`src/rtl/snail_pattern_fsm.sv`:
```
// Serial pattern detector: matches a run-time selectable bit pattern of up to
// w_pattern bits in a strobe-gated stream, with match pulse, saturating count and prefix progress.
module snail_pattern_fsm #(
    parameter  int w_pattern = 4,
    parameter  int w_count   = 8,
    localparam int w_len     = $clog2(w_pattern + 1)
) (
    input  logic                 clk,
    input  logic                 reset,
    input  logic                 clear,
    input  logic                 en,
    input  logic                 a,
    input  logic [w_pattern-1:0] pattern,
    input  logic [w_len-1:0]     pattern_len,
    input  logic                 overlap,
    output logic                 match,
    output logic [w_count-1:0]   match_count,
    output logic [w_len-1:0]     progress
);

    logic [w_pattern-1:0] h_q, h_d;
    logic [w_len-1:0]     fill_q, fill_d;
    logic                 match_q, match_d;
    logic [w_count-1:0]   count_q, count_d;
    logic [w_len-1:0]     progress_q, progress_d;

    logic [w_len-1:0]     len_eff;
    logic [w_pattern-1:0] h_shift;
    logic [w_len-1:0]     fill_inc;
    logic [w_pattern-1:0] mask_len;
    logic                 hit;
    logic [w_len-1:0]     prog_new;
    logic [w_pattern-1:0] mask_k;
    logic [w_pattern-1:0] pat_shift;

    always_comb begin
        if (pattern_len == '0) begin
            len_eff = w_len'(1);
        end else if (pattern_len > w_len'(w_pattern)) begin
            len_eff = w_len'(w_pattern);
        end else begin
            len_eff = pattern_len;
        end

        h_shift  = {h_q[w_pattern-2:0], a};
        fill_inc = (fill_q == w_len'(w_pattern)) ? fill_q : fill_q + 1'b1;
        mask_len = {w_pattern{1'b1}} >> (w_pattern - int'(len_eff));
        hit      = (fill_inc >= len_eff) && (((h_shift ^ pattern) & mask_len) == '0);

        // Longest k with the k newest bits equal to the k-bit pattern prefix;
        // ascending scan so the last qualifying k wins.
        prog_new  = '0;
        mask_k    = '0;
        pat_shift = '0;
        for (int k = 1; k <= w_pattern; k++) begin
            mask_k    = {w_pattern{1'b1}} >> (w_pattern - k);
            pat_shift = pattern >> (int'(len_eff) - k);
            if ((k <= int'(len_eff)) && (k <= int'(fill_inc)) &&
                (((h_shift ^ pat_shift) & mask_k) == '0)) begin
                prog_new = w_len'(k);
            end
        end
    end

    always_comb begin
        h_d        = h_q;
        fill_d     = fill_q;
        match_d    = 1'b0;
        count_d    = count_q;
        progress_d = progress_q;

        if (clear) begin
            h_d        = '0;
            fill_d     = '0;
            count_d    = '0;
            progress_d = '0;
        end else if (en) begin
            h_d        = h_shift;
            fill_d     = fill_inc;
            progress_d = prog_new;
            if (hit) begin
                match_d = 1'b1;
                if (count_q != '1) begin
                    count_d = count_q + 1'b1;
                end
                // Non-overlapping mode restarts from scratch so the completing bit is not reused.
                if (!overlap) begin
                    fill_d     = '0;
                    progress_d = '0;
                end
            end
        end
    end

    always_ff @(posedge clk) begin
        if (reset) begin
            h_q        <= '0;
            fill_q     <= '0;
            match_q    <= 1'b0;
            count_q    <= '0;
            progress_q <= '0;
        end else begin
            h_q        <= h_d;
            fill_q     <= fill_d;
            match_q    <= match_d;
            count_q    <= count_d;
            progress_q <= progress_d;
        end
    end

    assign match       = match_q;
    assign match_count = count_q;
    assign progress    = progress_q;

endmodule
```
`config.mk`:
```
export PLATFORM = sky130hd
export DESIGN_NAME = snail_pattern_fsm
export DESIGN_NICKNAME = d
export VERILOG_FILES = /design/src/rtl/snail_pattern_fsm.sv
export SDC_FILE = /design/constraint.sdc
export NUM_CORES = 1
export LEC_CHECK = 0
export ABC_AREA = 0
export BUFFER_PORTS_ARGS = -buffer_cell sky130_fd_sc_hd__clkbuf_2
export CELL_PAD_IN_SITES_DETAIL_PLACEMENT = 1
export CELL_PAD_IN_SITES_GLOBAL_PLACEMENT = 2
export CORE_MARGIN = 1
export CORE_UTILIZATION = 33
export CTS_BUF_LIST = sky130_fd_sc_hd__clkbuf_4 sky130_fd_sc_hd__clkbuf_8
export DETAILED_ROUTE_END_ITERATION = 12
export PLACE_DENSITY = 0.9
export SLEW_MARGIN = 10
export SYNTH_ARGS = -nofsm -noshare
export SYNTH_HDL_FRONTEND = slang
export SYNTH_SLANG_ARGS = --single-unit
export TNS_END_PERCENT = 50
```
`constraint.sdc`:
```
create_clock -name clk -period 2.97 [get_ports clk]
set_input_delay 0.4455 -clock clk [delete_from_list [all_inputs] [get_ports clk]]
set_output_delay 0.4455 -clock clk [all_outputs]
set_load 0.02 [all_outputs]
```
==> flow_metrics.py <==
metrics = {
    "synthesis": {
        "synth_common_cells": "dfxtp_1 (18), nand2_1 (15), a21oi_1 (13)",
        "ys_async_sr_fraction_pct": 0,
        "synth_xor_area_share_pct": 7.72,
        "synth-compound-area-share_pct": 20.4,
        "synthMuxAreaShare_pct": 7.54,
        "synth-adder-area-share_pct": 8.27,
        "syn_nets": 194,
        "avgSynthCellArea_um2": 7.91,
        "yosys.area_share.simple_pct": 24.5,
        "ys.warnings.count": 0,
        "seq_area_frac_synth_pct": 26.5,
        "netlist_instances": 172,
        "yosys.area.top_type_share_pct": 26.5,
        "synth_edf_count": 0,
        "synth_top_family_by_area": "simple AND/OR/NAND/NOR gates",
        "ys_seq_elements": 18,
        "synthTopCellsByArea": "dfxtp_1 (26%), ha_1 (8.3%), mux2i_1 (5.9%)",
        "synth_largest_area_cell": "dfxtp_1",
        "synth.distinct_cells": 41,
        "synth_ff_type": "dfxtp_1",
        "yosysMostFrequentCell": "dfxtp_1",
        "syn-cell-area_um2": 1360,
    },
    "flow_run": {
        "drv.max_cap_violation_count": 0,
    },
    "floorplanning": {
        "rows": 22,
        "die_w_um": 66.2,
        "die_h_um": 66.2,
        "start_util_pct": 35.8,
        "die_area_um2": 4390,
        "io_pins": 25,
        "core_um2": 3800,
    },
    "routing": {
        "drc": 0,
        "drt-total-wl_um": 3660,
        "viasPerCell": 5.43,
        "drt_iter0_markers": 60,
        "antenna_left": 0,
        "post_drt_wl_per_cell_um": 15.2,
        "drt-pass1-iter-count": 4,
        "vias": 1309,
    },
    "layout": {
        "drive_above_1_share_pct": 17.6,
        "fin_nets": 216,
        "design_area_um2": 1570,
        "layout.cells.non_filler": 241,
        "areaGrowthSynthToFinish_pct": 15.5,
        "antennaDiodeCount": 0,
    },
    "clock_network": {
        "cts_resized": 0,
        "htreeDepth": 1,
        "cts_buffers": 3,
        "clk_pin_slew_worst_paths_ns": 0.08,
        "cts-hold-fix-buffers": 0,
        "ctsRootBufferMaster": "clkbuf_8",
        "clk_path_buf_depth": 2,
        "cts.sinks": 18,
        "cts_tree": "done",
        "cts_setup_buffers": 0,
        "clk_latency_ns": 0.26,
    },
    "sta": {
        "finClkSkew_ns": 0.00857,
        "setup_viol": 0,
        "hold_viol": 0,
        "fin_tns_setup_ns": 0,
        "setup_slack_ns": 0.319,
        "min_period_ns": 2.65,
        "rsz0062_at_grt": "false",
        "fmax_mhz": 377,
        "slew_viol_final": 0,
        "worst_pin_slew_ns": 0.497,
        "relSlewSlack_pct": 66.0,
        "period_share_pct": 89.3,
    },
    "placement": {
        "postPlaceCellArea_um2": 1520,
        "dp_cells": 237,
        "port-buffer-count": 24,
        "dpl_worst_slack_ns": 0.289,
        "gp_congestion": 0.819,
        "dpl.hpwl_um": 2870,
    },
    "global_route": {
        "grt.total_usage_pct": 17.8,
        "antenna_found_initial": 0,
        "grt_pass1_vias": 1240,
        "grt_max_degree": 16,
        "globalRouteOverflowTotal": 0,
        "grt_pass1_wl_um": 6070,
    },
    "setup_path": {
        "crit_family": "compound AO/OA/AOI/OAI gates",
        "crit_arrival_ns": 2.82,
        "critPathRequiredTime_ns": 3.14,
        "worst-path-buf-inv": 1,
        "path_cells": "inv_1 > ha_1 > nor2b_1 > a21oi_1 > ha_1 > a21oi_1 > a21boi_0 > o31ai_1 > o21ba_2 > a21oi_1 > a211oi_2",
        "cpMaxStageDelayCell": "dfxtp_1",
        "path_common_cell": "a21oi_1",
        "crit_path_max_incr_delay_ns": 0.43,
        "endpoint_kind": "flip-flop",
        "crit_path_start_kind": "flip-flop",
        "critPathMaxFanout": 6,
        "crit_type": "flip-flop to flip-flop",
    },
    "power": {
        "ir_drop_mv": 0.201,
        "leakagePower_nw": 0.637,
        "powerDensity_nw_per_um2": 374,
        "p_total_mw": 0.587,
    },
    "status": {
        "outcome": "completed",
    },
    "worst_hold_path": {
        "min_path_type": "flip-flop to flip-flop",
    },
}
## worst paths after layout
path	start	endpoint	slack [ns]	cells past startpoint
max	fill_q[0]$_SDFFE_PP0P_	progress[0]$_SDFFE_PP0P_	0.32	11
min reg2reg	match_count[6]$_SDFFE_PP0P_	match_count[6]$_SDFFE_PP0P_	0.48	2
max reg2reg	fill_q[0]$_SDFFE_PP0P_	progress[0]$_SDFFE_PP0P_	0.32	11
min	match_count[6]$_SDFFE_PP0P_	match_count[6]$_SDFFE_PP0P_	0.48	2
## worst reg2reg max path: stages (launching register included)
cell and delay (ns):
dfxtp_1 0.43, inv_1 0.10, ha_1 0.22, nor2b_1 0.12
a21oi_1 0.10, ha_1 0.29, a21oi_1 0.18, a21boi_0 0.37
o31ai_1 0.12, o21ba_2 0.33, a21oi_1 0.10, a211oi_2 0.20
## per-stage QoR
step	hold slack [ns]	util, %
2_1_floorplan	0.481	-
3_3_place_gp	0.457	40.0
3_5_place_dp	0.478	40.0
4_1_cts	0.487	41.4
5_1_grt	0.497	41.4
6_report	0.480	41.4
## sequential cells by signal, summed over array words and instances (netlist names)
register	count
fill_q	3
h_q	3
progress	3
match	1
match_count	8
## placed cells by master (no fill, tap or decap), types with 2 or more instances in the layout
| master | n |
|---|---|
| a21oi_1 | 13 |
| or3_1 | 5 |
| nor2b_1 | 4 |
| dfxtp_1 | 18 |
| o21ai_0 | 7 |
| a221oi_1 | 2 |
| xor2_1 | 3 |
| xnor2_1 | 9 |
| a21o_1 | 2 |
| and3_1 | 2 |
| nor4_1 | 3 |
| or4_1 | 3 |
| ha_1 | 9 |
| nor3_1 | 2 |
| inv_1 | 10 |
| nand2b_1 | 4 |
| nor2_1 | 11 |
| clkbuf_8 | 4 |
| a31oi_1 | 2 |
| a22oi_1 | 2 |
| nand3_1 | 9 |
| nand2_1 | 15 |
| clkbuf_2 | 24 |
| a211oi_1 | 2 |
| mux2i_1 | 8 |
| o31ai_1 | 4 |
## where the power goes
part	leakage [nW]	internal (mW)	switching, mW	total (mW)
registers	0.145	0.244	0.00331	0.247
logic	0.462	0.0519	0.0838	0.136
clock network	0.0288	0.118	0.0864	0.204
total	0.637	0.414	0.174	0.587
## cell type report
cell class | instances | area, µm²
inverters | 10 | 37.5
fillers | 478 | 2230
flip-flops and latches | 18 | 360
multi-input cells | 136 | 932
well taps | 48 | 60.1
clock buffers | 4 | 55.1
repair buffers | 25 | 128
## routing by layer
| metal | global-route usage [%] | share of wire (%) | up-vias |
|---|---|---|---|
| met1 | 26.4 | 52 | 626 |
| met4 | 1.60 | 0.22 | 0 |
| met3 | 3.79 | 2.7 | 2 |
| li1 | - | - | 663 |
| met5 | 0 | 0 | - |
| met2 | 27.0 | 45 | 18 |
## kinds of logic after synthesis
group           after synthesis
compound gates               42
xor+xnor                     12
fa+ha+maj                     9
simple gates                 64
mux                           9
flops                        18
buf+inv                      18
(Power assumes the default switching activity.)
